## src/rtl/muldiv_sequencer.sv

```systemverilog
// Multi-cycle RV32M MUL/DIV/DIVU/REM/REMU sequencer driving an external combinational ALU.
// alu_mode = {is_signed, operation[2:0]}; operation 0=NULL, 1=ADD, 2=SUB, 3=SET_LESS_THAN.
module muldiv_sequencer (
  input  logic        clk,
  input  logic        rst_n,
  input  logic        req_valid,
  output logic        req_ready,
  input  logic [2:0]  op,
  input  logic [31:0] rs1,
  input  logic [31:0] rs2,
  input  logic        flush,
  output logic        resp_valid,
  input  logic        resp_ready,
  output logic [31:0] resp_data,
  output logic        busy,
  output logic [31:0] alu_a,
  output logic [31:0] alu_b,
  output logic [3:0]  alu_mode,
  input  logic [31:0] alu_out
);

  localparam logic [2:0] AluNull = 3'd0;
  localparam logic [2:0] AluAdd  = 3'd1;
  localparam logic [2:0] AluSub  = 3'd2;
  localparam logic [2:0] AluSlt  = 3'd3;

  localparam logic [2:0] OpDiv  = 3'd1;
  localparam logic [2:0] OpDivu = 3'd2;
  localparam logic [2:0] OpRem  = 3'd3;
  localparam logic [2:0] OpRemu = 3'd4;

  typedef enum logic [2:0] {
    StIdle, StNegA, StNegB, StMulStep, StDivCmp, StDivSub, StFix, StDone
  } state_e;

  state_e      state_q, state_d;
  logic [2:0]  op_q, op_d;
  // a: multiplicand / dividend-then-quotient; b: multiplier / divisor; acc: product / remainder
  logic [31:0] a_q, a_d;
  logic [31:0] b_q, b_d;
  logic [31:0] acc_q, acc_d;
  logic [4:0]  cnt_q, cnt_d;
  logic        sign_a_q, sign_a_d;
  logic        sign_b_q, sign_b_d;
  logic [31:0] resp_data_q, resp_data_d;

  logic        is_mul, is_quot, req_signed;
  logic [31:0] r_shift, fix_in;
  logic        lt, fix_neg;

  assign req_signed = (op == OpDiv) || (op == OpRem);
  assign is_mul     = !((op_q == OpDiv) || (op_q == OpDivu) || (op_q == OpRem) ||
                        (op_q == OpRemu));
  assign is_quot    = (op_q == OpDiv) || (op_q == OpDivu);

  // The bit shifted out of r is the 33rd bit of the partial remainder.
  assign r_shift = {acc_q[30:0], a_q[31]};
  assign lt      = !acc_q[31] && alu_out[0];

  assign fix_in  = is_quot ? a_q : acc_q;
  assign fix_neg = ((op_q == OpDiv) && (sign_a_q ^ sign_b_q) && (b_q != 32'd0)) ||
                   ((op_q == OpRem) && sign_a_q);

  assign req_ready  = (state_q == StIdle);
  assign busy       = (state_q != StIdle);
  assign resp_valid = (state_q == StDone);
  assign resp_data  = resp_data_q;

  always_comb begin
    state_d     = state_q;
    op_d        = op_q;
    a_d         = a_q;
    b_d         = b_q;
    acc_d       = acc_q;
    cnt_d       = cnt_q;
    sign_a_d    = sign_a_q;
    sign_b_d    = sign_b_q;
    resp_data_d = resp_data_q;
    alu_a       = 32'd0;
    alu_b       = 32'd0;
    alu_mode    = {1'b0, AluNull};

    case (state_q)
      StIdle: begin
        if (req_valid) begin
          op_d     = op;
          a_d      = rs1;
          b_d      = rs2;
          acc_d    = 32'd0;
          cnt_d    = 5'd0;
          sign_a_d = req_signed && rs1[31];
          sign_b_d = req_signed && rs2[31];
          state_d  = StNegA;
        end
      end
      StNegA: begin
        alu_mode = {1'b0, AluSub};
        alu_b    = a_q;
        if (sign_a_q) a_d = alu_out;
        state_d = StNegB;
      end
      StNegB: begin
        alu_mode = {1'b0, AluSub};
        alu_b    = b_q;
        if (sign_b_q) b_d = alu_out;
        state_d = is_mul ? StMulStep : StDivCmp;
      end
      StMulStep: begin
        alu_mode = {1'b0, AluAdd};
        alu_a    = acc_q;
        alu_b    = b_q[0] ? a_q : 32'd0;
        acc_d    = alu_out;
        a_d      = {a_q[30:0], 1'b0};
        b_d      = {1'b0, b_q[31:1]};
        cnt_d    = cnt_q + 5'd1;
        if (cnt_q == 5'd31) state_d = StFix;
      end
      StDivCmp: begin
        alu_mode = {1'b0, AluSlt};
        alu_a    = r_shift;
        alu_b    = b_q;
        acc_d    = r_shift;
        a_d      = {a_q[30:0], !lt};
        state_d  = StDivSub;
      end
      StDivSub: begin
        if (a_q[0]) begin
          alu_mode = {1'b0, AluSub};
          alu_a    = acc_q;
          alu_b    = b_q;
          acc_d    = alu_out;
        end
        cnt_d   = cnt_q + 5'd1;
        state_d = (cnt_q == 5'd31) ? StFix : StDivCmp;
      end
      StFix: begin
        alu_mode    = {1'b0, AluSub};
        alu_b       = fix_in;
        resp_data_d = fix_neg ? alu_out : fix_in;
        state_d     = StDone;
      end
      StDone: begin
        if (resp_ready) state_d = StIdle;
      end
      default: state_d = StIdle;
    endcase

    // Abort wins over every transition and must not disturb the last result.
    if (flush && (state_q != StIdle)) begin
      state_d     = StIdle;
      resp_data_d = resp_data_q;
    end
  end

  always_ff @(posedge clk or negedge rst_n) begin
    if (!rst_n) begin
      state_q     <= StIdle;
      op_q        <= 3'd0;
      a_q         <= 32'd0;
      b_q         <= 32'd0;
      acc_q       <= 32'd0;
      cnt_q       <= 5'd0;
      sign_a_q    <= 1'b0;
      sign_b_q    <= 1'b0;
      resp_data_q <= 32'd0;
    end else begin
      state_q     <= state_d;
      op_q        <= op_d;
      a_q         <= a_d;
      b_q         <= b_d;
      acc_q       <= acc_d;
      cnt_q       <= cnt_d;
      sign_a_q    <= sign_a_d;
      sign_b_q    <= sign_b_d;
      resp_data_q <= resp_data_d;
    end
  end

endmodule

```

## config.mk

```make
export PLATFORM = sky130hd
export DESIGN_NAME = muldiv_sequencer
export DESIGN_NICKNAME = d
export VERILOG_FILES = /design/src/rtl/muldiv_sequencer.sv
export SDC_FILE = /design/constraint.sdc
export NUM_CORES = 1
export LEC_CHECK = 0
export BUFFER_PORTS_ARGS = -buffer_cell sky130_fd_sc_hd__buf_4
export CAP_MARGIN = 30
export CORE_MARGIN = 4
export CORE_UTILIZATION = 40
export DETAILED_ROUTE_END_ITERATION = 16
export SETUP_SLACK_MARGIN = 0.5
export SLEW_MARGIN = 5
export SYNTH_ARGS = -nofsm -noshare
export SYNTH_HDL_FRONTEND = slang
export SYNTH_SLANG_ARGS = --single-unit
export TNS_END_PERCENT = 100
```

## constraint.sdc

```tcl
create_clock -name clk -period 2.49 [get_ports clk]
set_input_delay 0.747 -clock clk [delete_from_list [all_inputs] [get_ports clk]]
set_output_delay 0.747 -clock clk [all_outputs]
set_load 0.02 [all_outputs]
```

==> results of run 1 <==
## area by class of cell
cell class                      instances  area [µm²]  area share [%]
Inverter                               11        45.0           0.290
Clock inverter                         13         168            1.08
Timing Repair Buffer                  363        4190            26.9
Multi-Input combinational cell        836        6770            43.5
Clock buffer                           18         429            2.76
Tap cell                              324         405            2.61
Sequential cell                       141        3540            22.8
## routing by layer
| layer | track usage [%] | part of all wire, % | vias to the layer above |
|---|---|---|---|
| met4 | 8.75 | 4.3 | 0 |
| met5 | 0 | 0 | - |
| met2 | 46.8 | 45 | 820 |
| met1 | 42.8 | 40 | 5613 |
| met3 | 5.76 | 11 | 158 |
| li1 | - | - | 4815 |
## where the power goes
part | total (mW) | leakage [nW] | switching (mW) | internal (mW)
Combinational | 13.6 | 4.75 | 7.07 | 6.55
Clock | 2.69 | 0.275 | 1.11 | 1.58
Sequential | 4.95 | 1.80 | 1.64 | 3.31
Total | 21.3 | 6.83 | 9.83 | 11.4
## flip-flops by register name (all words and copies together), names as in the netlist
signal     cells
b_q           32
op_q           3
resp_data     32
state_q        3
sign_b_q       1
a_q           32
cnt_q          5
sign_a_q       1
acc_q         32
## through the flow
stage | instance area [µm²] | instances | power [mW] | worst slack (ps)
6_report | 15500 | 1706 | 21.3 | -344
5_1_grt | 15500 | 1706 | 22.2 | -406
4_1_cts | 14100 | 1661 | 18.8 | -312
3_5_place_dp | 12300 | 1586 | 14.6 | 36.6
3_3_place_gp | 12300 | 1585 | 14.4 | 3.02
2_1_floorplan | 10300 | 1108 | 11.0 | 192
## cells by family (layout without fill, tap and decap cells)
group | Yosys count | in the layout | share of synthesized area, %
xor+xnor | 6 | 6 | 0.677
compound gates | 454 | 454 | 32.7
fa+ha+maj | 2 | 2 | 0.251
flops | 141 | 141 | 35.3
mux | 96 | 96 | 10.1
other cells | 1 | 2 | 0.0376
simple gates | 275 | 276 | 14.4
buf+inv | 132 | 405 | 6.57
## cells in the final DEF, fill, tap and decap left out, drive strengths merged, types with 4 or more instances in the layout
cell      instances
buf             341
dfrtp           141
a21oi           104
nand2           101
a22o             97
o21ai            74
nor2             70
o221ai           66
mux2i            60
clkbuf           36
mux2             36
and3             35
a22oi            32
or3b             31
o211ai           30
o311ai           29
inv              11
nor4              8
a21o              6
nand3             6
clkinvlp          6
nand3b            5
bufbuf            4
nor3              4
xnor2             4
nand2b            4
clkinv            4
## repair_timing
action                                  CTS  global route
endpoints found under the setup margin  168           181
cloned                                   13            20
buffers inserted                         31            25
pin swaps                                15            62
gates resized for setup                 153           154
## final timing paths
check | endpoint | slack (ps) | cells after the start
worst min-delay path | b_q[16] | 200 | 1
worst min register to register | resp_data[3] | 510 | 2
max in group asynchronous | state_q[0] | 1580 | 2
min in group clk | resp_data[3] | 510 | 2
worst max register to register | resp_data[28] | 260 | 10
worst max-delay path | alu_b[8] | -340 | 8
## critical path: cells and delay by family (launching register included)
family | cells | cell delay (ps)
flip-flops | 1 | 450
AO/OA/AOI/OAI | 1 | 290
AND/OR/NAND/NOR | 3 | 310
buffers and inverters | 4 | 610
## synthesized netlist by cell type (32+ instances only)
cell type,count,area (µm²)
and3_1,35,219
mux2i_1,60,601
o221ai_1,66,578
nand2_1,101,379
a22oi_1,32,240
nor2_1,67,251
a22o_1,97,850
o21ai_0,72,360
dfrtp_1,141,3530
mux2_2,32,360
buf_2,44,220
clkbuf_1,51,191
a21oi_1,102,510
==> impl_metrics.json, run 1 <==
{
  "clock.fmax_mhz": 353,
  "coreArea_um2": 24500,
  "die_w_um": 166,
  "critPathKind": "flop to output port",
  "critPathLaunch": "state_q[2]",
  "synth_area_um2": 9980,
  "fin_skew_ps": 12.4,
  "cts_tree": "yes",
  "drive_above_1_share_pct": 45.1,
  "post_synth_num_cell_types": 62,
  "hold_viol_final": 0,
  "gp_congestion": 0.860,
  "io_buffers": 204,
  "initial_core_util_pct": 40.8,
  "crit_path_end_kind": "output port",
  "worst_slack_ps": -344,
  "synth_area_per_cell_um2": 9.02,
  "drt-pass1-iter-count": 5,
  "cts_made_buffers": 17,
  "io_pins": 207,
  "postRouteWirelength_um": 47600,
  "htree_levels": 4,
  "worst_slew_pin_slew_ps": 552,
  "reg2reg_from": "state_q[0]",
  "antenna_found_initial": 0,
  "cts_buffer_depth": 2,
  "ys_seq_area_share_pct": 35.3,
  "fin_tns_setup_ps": -18360,
  "fillers": 1935,
  "critPathSlowestCell": "dfrtp_2",
  "final_util_pct": 63.6,
  "rsz0062_at_grt": "yes",
  "via_count": 11400,
  "worstHoldPathType": "input pin to async pin",
  "path_cells": "buf_6 -> nand3b_1 -> o32ai_4 -> buf_6 -> buf_8 -> nand2_1 -> nand2_2 -> buf_6",
  "maxSlewHeadroom_pct": 63.2,
  "vdd_ir_drop_max_mv": 0.867,
  "grt_pass1_vias": 10600,
  "synth_cells": 1107,
  "finalMaxSlewViolations": 0,
  "synth-main-ff-cell": "dfrtp_1",
  "required_ps": 1740,
  "wl_per_cell_um": 27.9,
  "ys_warn_count": 0,
  "rows": 57,
  "drv_cap": 0,
  "overflow": 0,
  "violations": "negative setup slack",
  "clk_latency_ps": 440,
  "grt_pass1_wl_um": 65600,
  "drt_iter0_drc": 1321,
  "status": "finished, violations left",
  "fin_nets": 1476,
  "leakage_nw": 6.83,
  "syn_to_final_growth_pct": 55.7,
  "fin_hold_ws_ps": 203,
  "synth_edf_count": 0,
  "hold_buffers": 0,
  "crit_path_start_kind": "flop",
  "synthArstFlopShare_pct": 100,
  "p_per_area_nw_per_um2": 1370,
  "worstPathMaxFanout": 6,
  "ant_nets": 0,
  "clockRootBuffer": "clkbuf_16",
  "path_clk_slew_ps": 70,
  "clock-sinks": 141,
  "grt_use_total_pct": 30.1,
  "grt_max_degree": 48,
  "die_h_um": 166,
  "die-area_um2": 27500,
  "drc": 0,
  "slowest_delay_ps": 450,
  "viasPerCell": 6.69,
  "ys_seq_elements": 141,
  "diodes": 0,
  "hpwl_um": 26700,
  "finalSetupViolations": 66,
  "path_common_cell": "buf_6",
  "crit_arrival_ps": 2090,
  "fin_crit_ps": 2830,
  "fin_crit_sh_pct": 114
}
Power figures use the tool's default switching activity.
==> run 2: changes to the inputs <==
--- a/config.mk
+++ b/config.mk
@@ -11,6 +11,7 @@
 export CORE_UTILIZATION = 40
 export DETAILED_ROUTE_END_ITERATION = 16
 export SETUP_SLACK_MARGIN = 0.5
+export SKIP_LAST_GASP = 1
 export SLEW_MARGIN = 5
 export SYNTH_ARGS = -nofsm -noshare
 export SYNTH_HDL_FRONTEND = slang
==> constraint.sdc (replaced) <==
create_clock -name clk -period 3.6 [get_ports clk]
set_input_delay 1.08 -clock clk [delete_from_list [all_inputs] [get_ports clk]]
set_output_delay 1.08 -clock clk [all_outputs]
set_load 0.02 [all_outputs]
==> run 2 against run 1 <==
The flow now finishes without violations; clock-buffer cell count up 4; clock skew fell by 1.4 ps; wire length down 16%; sequential share of layout area increased by 4.0 points; hold slack better by 300 ps; final cell count shrank 4.7%; utilization shrank 9.5 points; sequential cell count unchanged; cell area decreased by 15%; first-iteration DRC count decreased by 21%; register-to-register slack gained 530 ps; non-clock buffer count fell by 81.
==> impl_metrics.json, run 2 (synthesized netlist as in run 1, its figures left out) <==
{
  "worst_slack_ps": 389,
  "rows": 57,
  "vdd_ir_drop_max_mv": 0.604,
  "io_pins": 207,
  "grt_pass1_vias": 10100,
  "initial_core_util_pct": 40.8,
  "drive_above_1_share_pct": 32.8,
  "crit_arrival_ps": 2130,
  "drt_iter0_drc": 1045,
  "worst_slew_pin_slew_ps": 831,
  "gp_congestion": 0.842,
  "placed_cell_area_um2": 11800,
  "critPathKind": "flop to output port",
  "worstPathMaxFanout": 8,
  "drt-pass1-iter-count": 6,
  "hold_buffers": 0,
  "hold_viol_final": 0,
  "fin_hold_ws_ps": 499,
  "die_w_um": 166,
  "cts_tree": "yes",
  "clock-sinks": 141,
  "required_ps": 2520,
  "rsz0062_at_grt": "yes",
  "via_count": 10400,
  "maxSlewHeadroom_pct": 44.4,
  "crit_path_end_kind": "output port",
  "die-area_um2": 27500,
  "fin_skew_ps": 11.0,
  "critPathTopFamily": "buffers and inverters",
  "io_buffers": 204,
  "worstHoldPathType": "flop to flop",
  "cts_buffer_depth": 2,
  "wl_per_cell_um": 24.6,
  "layout_common_cells": "buf_4 (216), dfrtp_1 (136), a21oi_1 (102), a22o_1 (97), nand2_1 (86)",
  "finalSetupViolations": 0,
  "die_h_um": 166,
  "dpl_worst_slack_ps": 518,
  "coreArea_um2": 24500,
  "finalMaxSlewViolations": 0,
  "fillers": 2265,
  "final_common_cell": "buf_4",
  "overflow": 0,
  "p_per_area_nw_per_um2": 950,
  "slowest_delay_ps": 520,
  "ant_nets": 0,
  "grt_max_degree": 67,
  "grt_use_met1_pct": 40.1,
  "clk_latency_ps": 420,
  "fin_tns_setup_ps": 0,
  "critPathBufInv": 4,
  "path_clk_slew_ps": 60,
  "met2_usage_pct": 42.5,
  "syn_to_final_growth_pct": 32.4,
  "final_cell_area_um2": 13200,
  "grt_use_total_pct": 27.6,
  "drc": 0,
  "hpwl_um": 25800,
  "leakage_nw": 5.88,
  "grt_pass1_wl_um": 61100,
  "critPathSlowestCell": "dfrtp_4",
  "viasPerCell": 6.38,
  "clock.fmax_mhz": 311,
  "antenna_found_initial": 0,
  "path_cells": "buf_4 -> nand2b_2 -> a21oi_4 -> buf_12 -> clkbuf_16 -> a22o_1 -> buf_6",
  "fin_crit_sh_pct": 89.2,
  "diodes": 0,
  "busiest_layer": "met2",
  "drv_cap": 0,
  "fin_nets": 1395,
  "status": "completed",
  "design_power_total_mw": 12.6,
  "postRouteWirelength_um": 39900,
  "cts_made_buffers": 17,
  "htree_levels": 4,
  "met3_usage_pct": 4.50,
  "clockRootBuffer": "clkbuf_16",
  "crit_path_start_kind": "flop",
  "fin_crit_ps": 3210
}
run 2: through the flow:
step	util (%)	std cells
floorplan	-	1108
global placement	48.2	1563
detailed placement	48.2	1563
CTS	53.0	1620
global route	54.0	1626
finish	54.0	1626
run 2: cell type report:
class / instances / area [µm²] / area share (%)
well taps: 324 / 405 / 3.07
clock inverters: 10 / 206 / 1.56
clock buffers: 22 / 494 / 3.74
multi-input cells: 836 / 6000 / 45.4
inverters: 11 / 41.3 / 0.312
flip-flops and latches: 141 / 3540 / 26.8
repair buffers: 282 / 2520 / 19.1
run 2: repair_timing:
action                     CTS  global route
cloned                       3             3
resized for setup           60            43
pin swaps                    4             2
setup endpoints to repair   66            65
setup buffers               22             3
run 2: power breakdown:
part | switching, mW | internal [mW] | leakage [nW]
clock | 0.719 | 1.39 | 0.342
sequential | 1.06 | 2.29 | 1.81
combinational | 3.94 | 3.15 | 3.73
total | 5.72 | 6.84 | 5.88
run 2: worst register-to-register path: stages (launching register included):
cell and delay (ps):
dfrtp_1 460, nor4_1 700, nand4_1 310, o21a_1 510, buf_4 350, o311ai_0 370
run 2: worst paths after layout:
path	start	to	slack, ps	cells after the start
max	state_q[2]	alu_a[7]	390	7
min	resp_data[18]	resp_data[18]	500	2
max reg2reg	b_q[24]	resp_data[1]	790	5
min reg2reg	resp_data[18]	resp_data[18]	500	2
max in group asynchronous	rst_n	a_q[13]	2110	2
min in group asynchronous	rst_n	b_q[29]	680	1
run 2: metal layers:
metal  vias up  part of all wire, %
met5         -                    0
met4         0                  2.1
met3        67                  7.7
met2       510                   45
met1      5149                   45
li1       4647                    -
==> run 3: changes to the inputs <==
--- a/config.mk
+++ b/config.mk
@@ -7,9 +7,12 @@
 export LEC_CHECK = 0
 export BUFFER_PORTS_ARGS = -buffer_cell sky130_fd_sc_hd__buf_4
 export CAP_MARGIN = 30
+export CELL_PAD_IN_SITES_DETAIL_PLACEMENT = 0
+export CELL_PAD_IN_SITES_GLOBAL_PLACEMENT = 1
 export CORE_MARGIN = 4
 export CORE_UTILIZATION = 40
 export DETAILED_ROUTE_END_ITERATION = 16
+export PLACE_DENSITY_LB_ADDON = 0.1
 export SETUP_SLACK_MARGIN = 0.5
 export SKIP_LAST_GASP = 1
 export SLEW_MARGIN = 5
==> run 3 against run 2 <==
Critical path depth grew 1; non-clock buffer count up 2; sequential cell count is the same; global-route usage grew 0.78 points; final cell count barely moved; utilization shrank 0.60 points; largest cell class unchanged; critical endpoint is now alu_b[21].
==> impl_metrics.json, run 3 (synthesized netlist as in run 1, its figures left out) <==
{
  "dpl_worst_slack_ps": 574,
  "fin_crit_ps": 3190,
  "io_pins": 207,
  "drv_cap": 0,
  "via_count": 10500,
  "fin_hold_ws_ps": 507,
  "fin_crit_sh_pct": 88.7,
  "grt_use_total_pct": 28.4,
  "p_per_area_nw_per_um2": 953,
  "rows": 57,
  "gp_congestion": 0.873,
  "finalSetupViolations": 0,
  "htree_levels": 4,
  "grt_pass1_wl_um": 62500,
  "io_buffers": 204,
  "die-area_um2": 27500,
  "overflow": 0,
  "antenna_found_initial": 1,
  "design_power_total_mw": 12.5,
  "maxSlewHeadroom_pct": 33.8,
  "die_h_um": 166,
  "layout_common_cells": "buf_4 (240), dfrtp_1 (136), a21oi_1 (102), a22o_1 (97), nand2_1 (82)",
  "die_w_um": 166,
  "critPathKind": "flop to output port",
  "fin_cells": 1627,
  "coreArea_um2": 24500,
  "clockRootBuffer": "clkbuf_16",
  "place_inst": 1566,
  "final_common_cell": "buf_4",
  "hpwl_um": 26500,
  "syn_to_final_growth_pct": 30.9,
  "r2r_slack_ps": 640,
  "fin_nets": 1396,
  "drive_above_1_share_pct": 32.9,
  "met2_usage_pct": 44.0,
  "crit_arrival_ps": 2110,
  "crit_path_start_kind": "flop",
  "required_ps": 2520,
  "clock.fmax_mhz": 313,
  "clock-sinks": 141,
  "cts_made_buffers": 17,
  "worstPathMaxFanout": 21,
  "viasPerCell": 6.43,
  "leakage_nw": 5.81,
  "busiest_layer": "met2",
  "finalMaxSlewViolations": 0,
  "met3_usage_pct": 4.95,
  "cts_tree": "yes",
  "status": "completed",
  "initial_core_util_pct": 40.8,
  "wl_per_cell_um": 25.5,
  "ant_nets": 0,
  "grt_use_met1_pct": 40.4,
  "grt_pass1_vias": 10300,
  "hold_viol_final": 0,
  "vdd_ir_drop_max_mv": 0.501,
  "rsz0062_at_grt": "yes",
  "grt_max_degree": 70,
  "fillers": 2296,
  "worst_slack_ps": 406,
  "crit_path_end_kind": "output port",
  "placed_cell_area_um2": 11800,
  "worstHoldPathType": "flop to flop",
  "drc": 0,
  "cts_buffer_depth": 2,
  "clk_latency_ps": 430,
  "drt-pass1-iter-count": 5,
  "path_clk_slew_ps": 60,
  "worst_slew_pin_slew_ps": 990,
  "fin_tns_setup_ps": 0,
  "fin_skew_ps": 9.95,
  "final_util_pct": 53.4,
  "final_cell_area_um2": 13100,
  "drt_iter0_drc": 806,
  "postRouteWirelength_um": 41500
}
run 3: cell count changes in the layout (fill, tap and decap cells not counted), moves of 3 or more:
cell / before / now
buf_4: 216 / 240
nand2_1: 86 / 82
clkbuf_8: 5 / 0
buf_8: 2 / 5
bufinv_16: 6 / 3
nand2_2: 11 / 15
buf_6: 49 / 24
clkinv_4: 1 / 6
run 3: final timing paths:
kind / start / endpoint / depth (start not counted)
hold reg to reg: cnt_q[4] / cnt_q[4] / 1
setup reg to reg: state_q[0] / resp_data[2] / 8
max in group asynchronous: rst_n / a_q[3] / 2
setup / recovery: state_q[2] / alu_b[21] / 8
min in group asynchronous: rst_n / resp_data[23] / 1
hold / removal: cnt_q[4] / cnt_q[4] / 1
run 3: timing repair:
action	in CTS	in global routing
hold buffers	0	0
setup endpoints to repair	65	62
endpoints found under the hold margin	0	0
cloned	0	4
gates resized for setup	22	58
buffers inserted	18	7
pin swaps	0	5
run 3: worst max-delay path, stage by stage, from the launching register on:
cell,delay (ps)
dfrtp_4,510
buf_6,140
nand3b_1,140
buf_4,180
a21oi_4,170
buf_12,200
a22oi_1,110
nand2_1,110
buf_6,120
run 3: area by class of cell:
class / count / area, µm² / share of cell area (%)
multi-input combinational: 835 / 6000 / 46.0
sequential: 141 / 3540 / 27.1
timing repair buffer: 284 / 2470 / 18.9
clock buffer: 19 / 433 / 3.31
tap: 324 / 405 / 3.10
clock inverter: 12 / 166 / 1.27
inverter: 11 / 45.0 / 0.345
antenna: 1 / 2.50 / 0.0192
run 3: report_power, final:
| group | internal (mW) | switching, mW | total, mW |
|---|---|---|---|
| clock | 1.10 | 0.754 | 1.85 |
| sequential | 2.29 | 1.08 | 3.37 |
| combinational | 3.21 | 4.02 | 7.23 |
| total | 6.60 | 5.85 | 12.5 |
run 3: metal layers:
layer / share of wire, % / wire, µm
met5: 0 / 0
met4: 2.4 / 983
met3: 7.7 / 3180
met2: 46 / 18900
met1: 44 / 18400
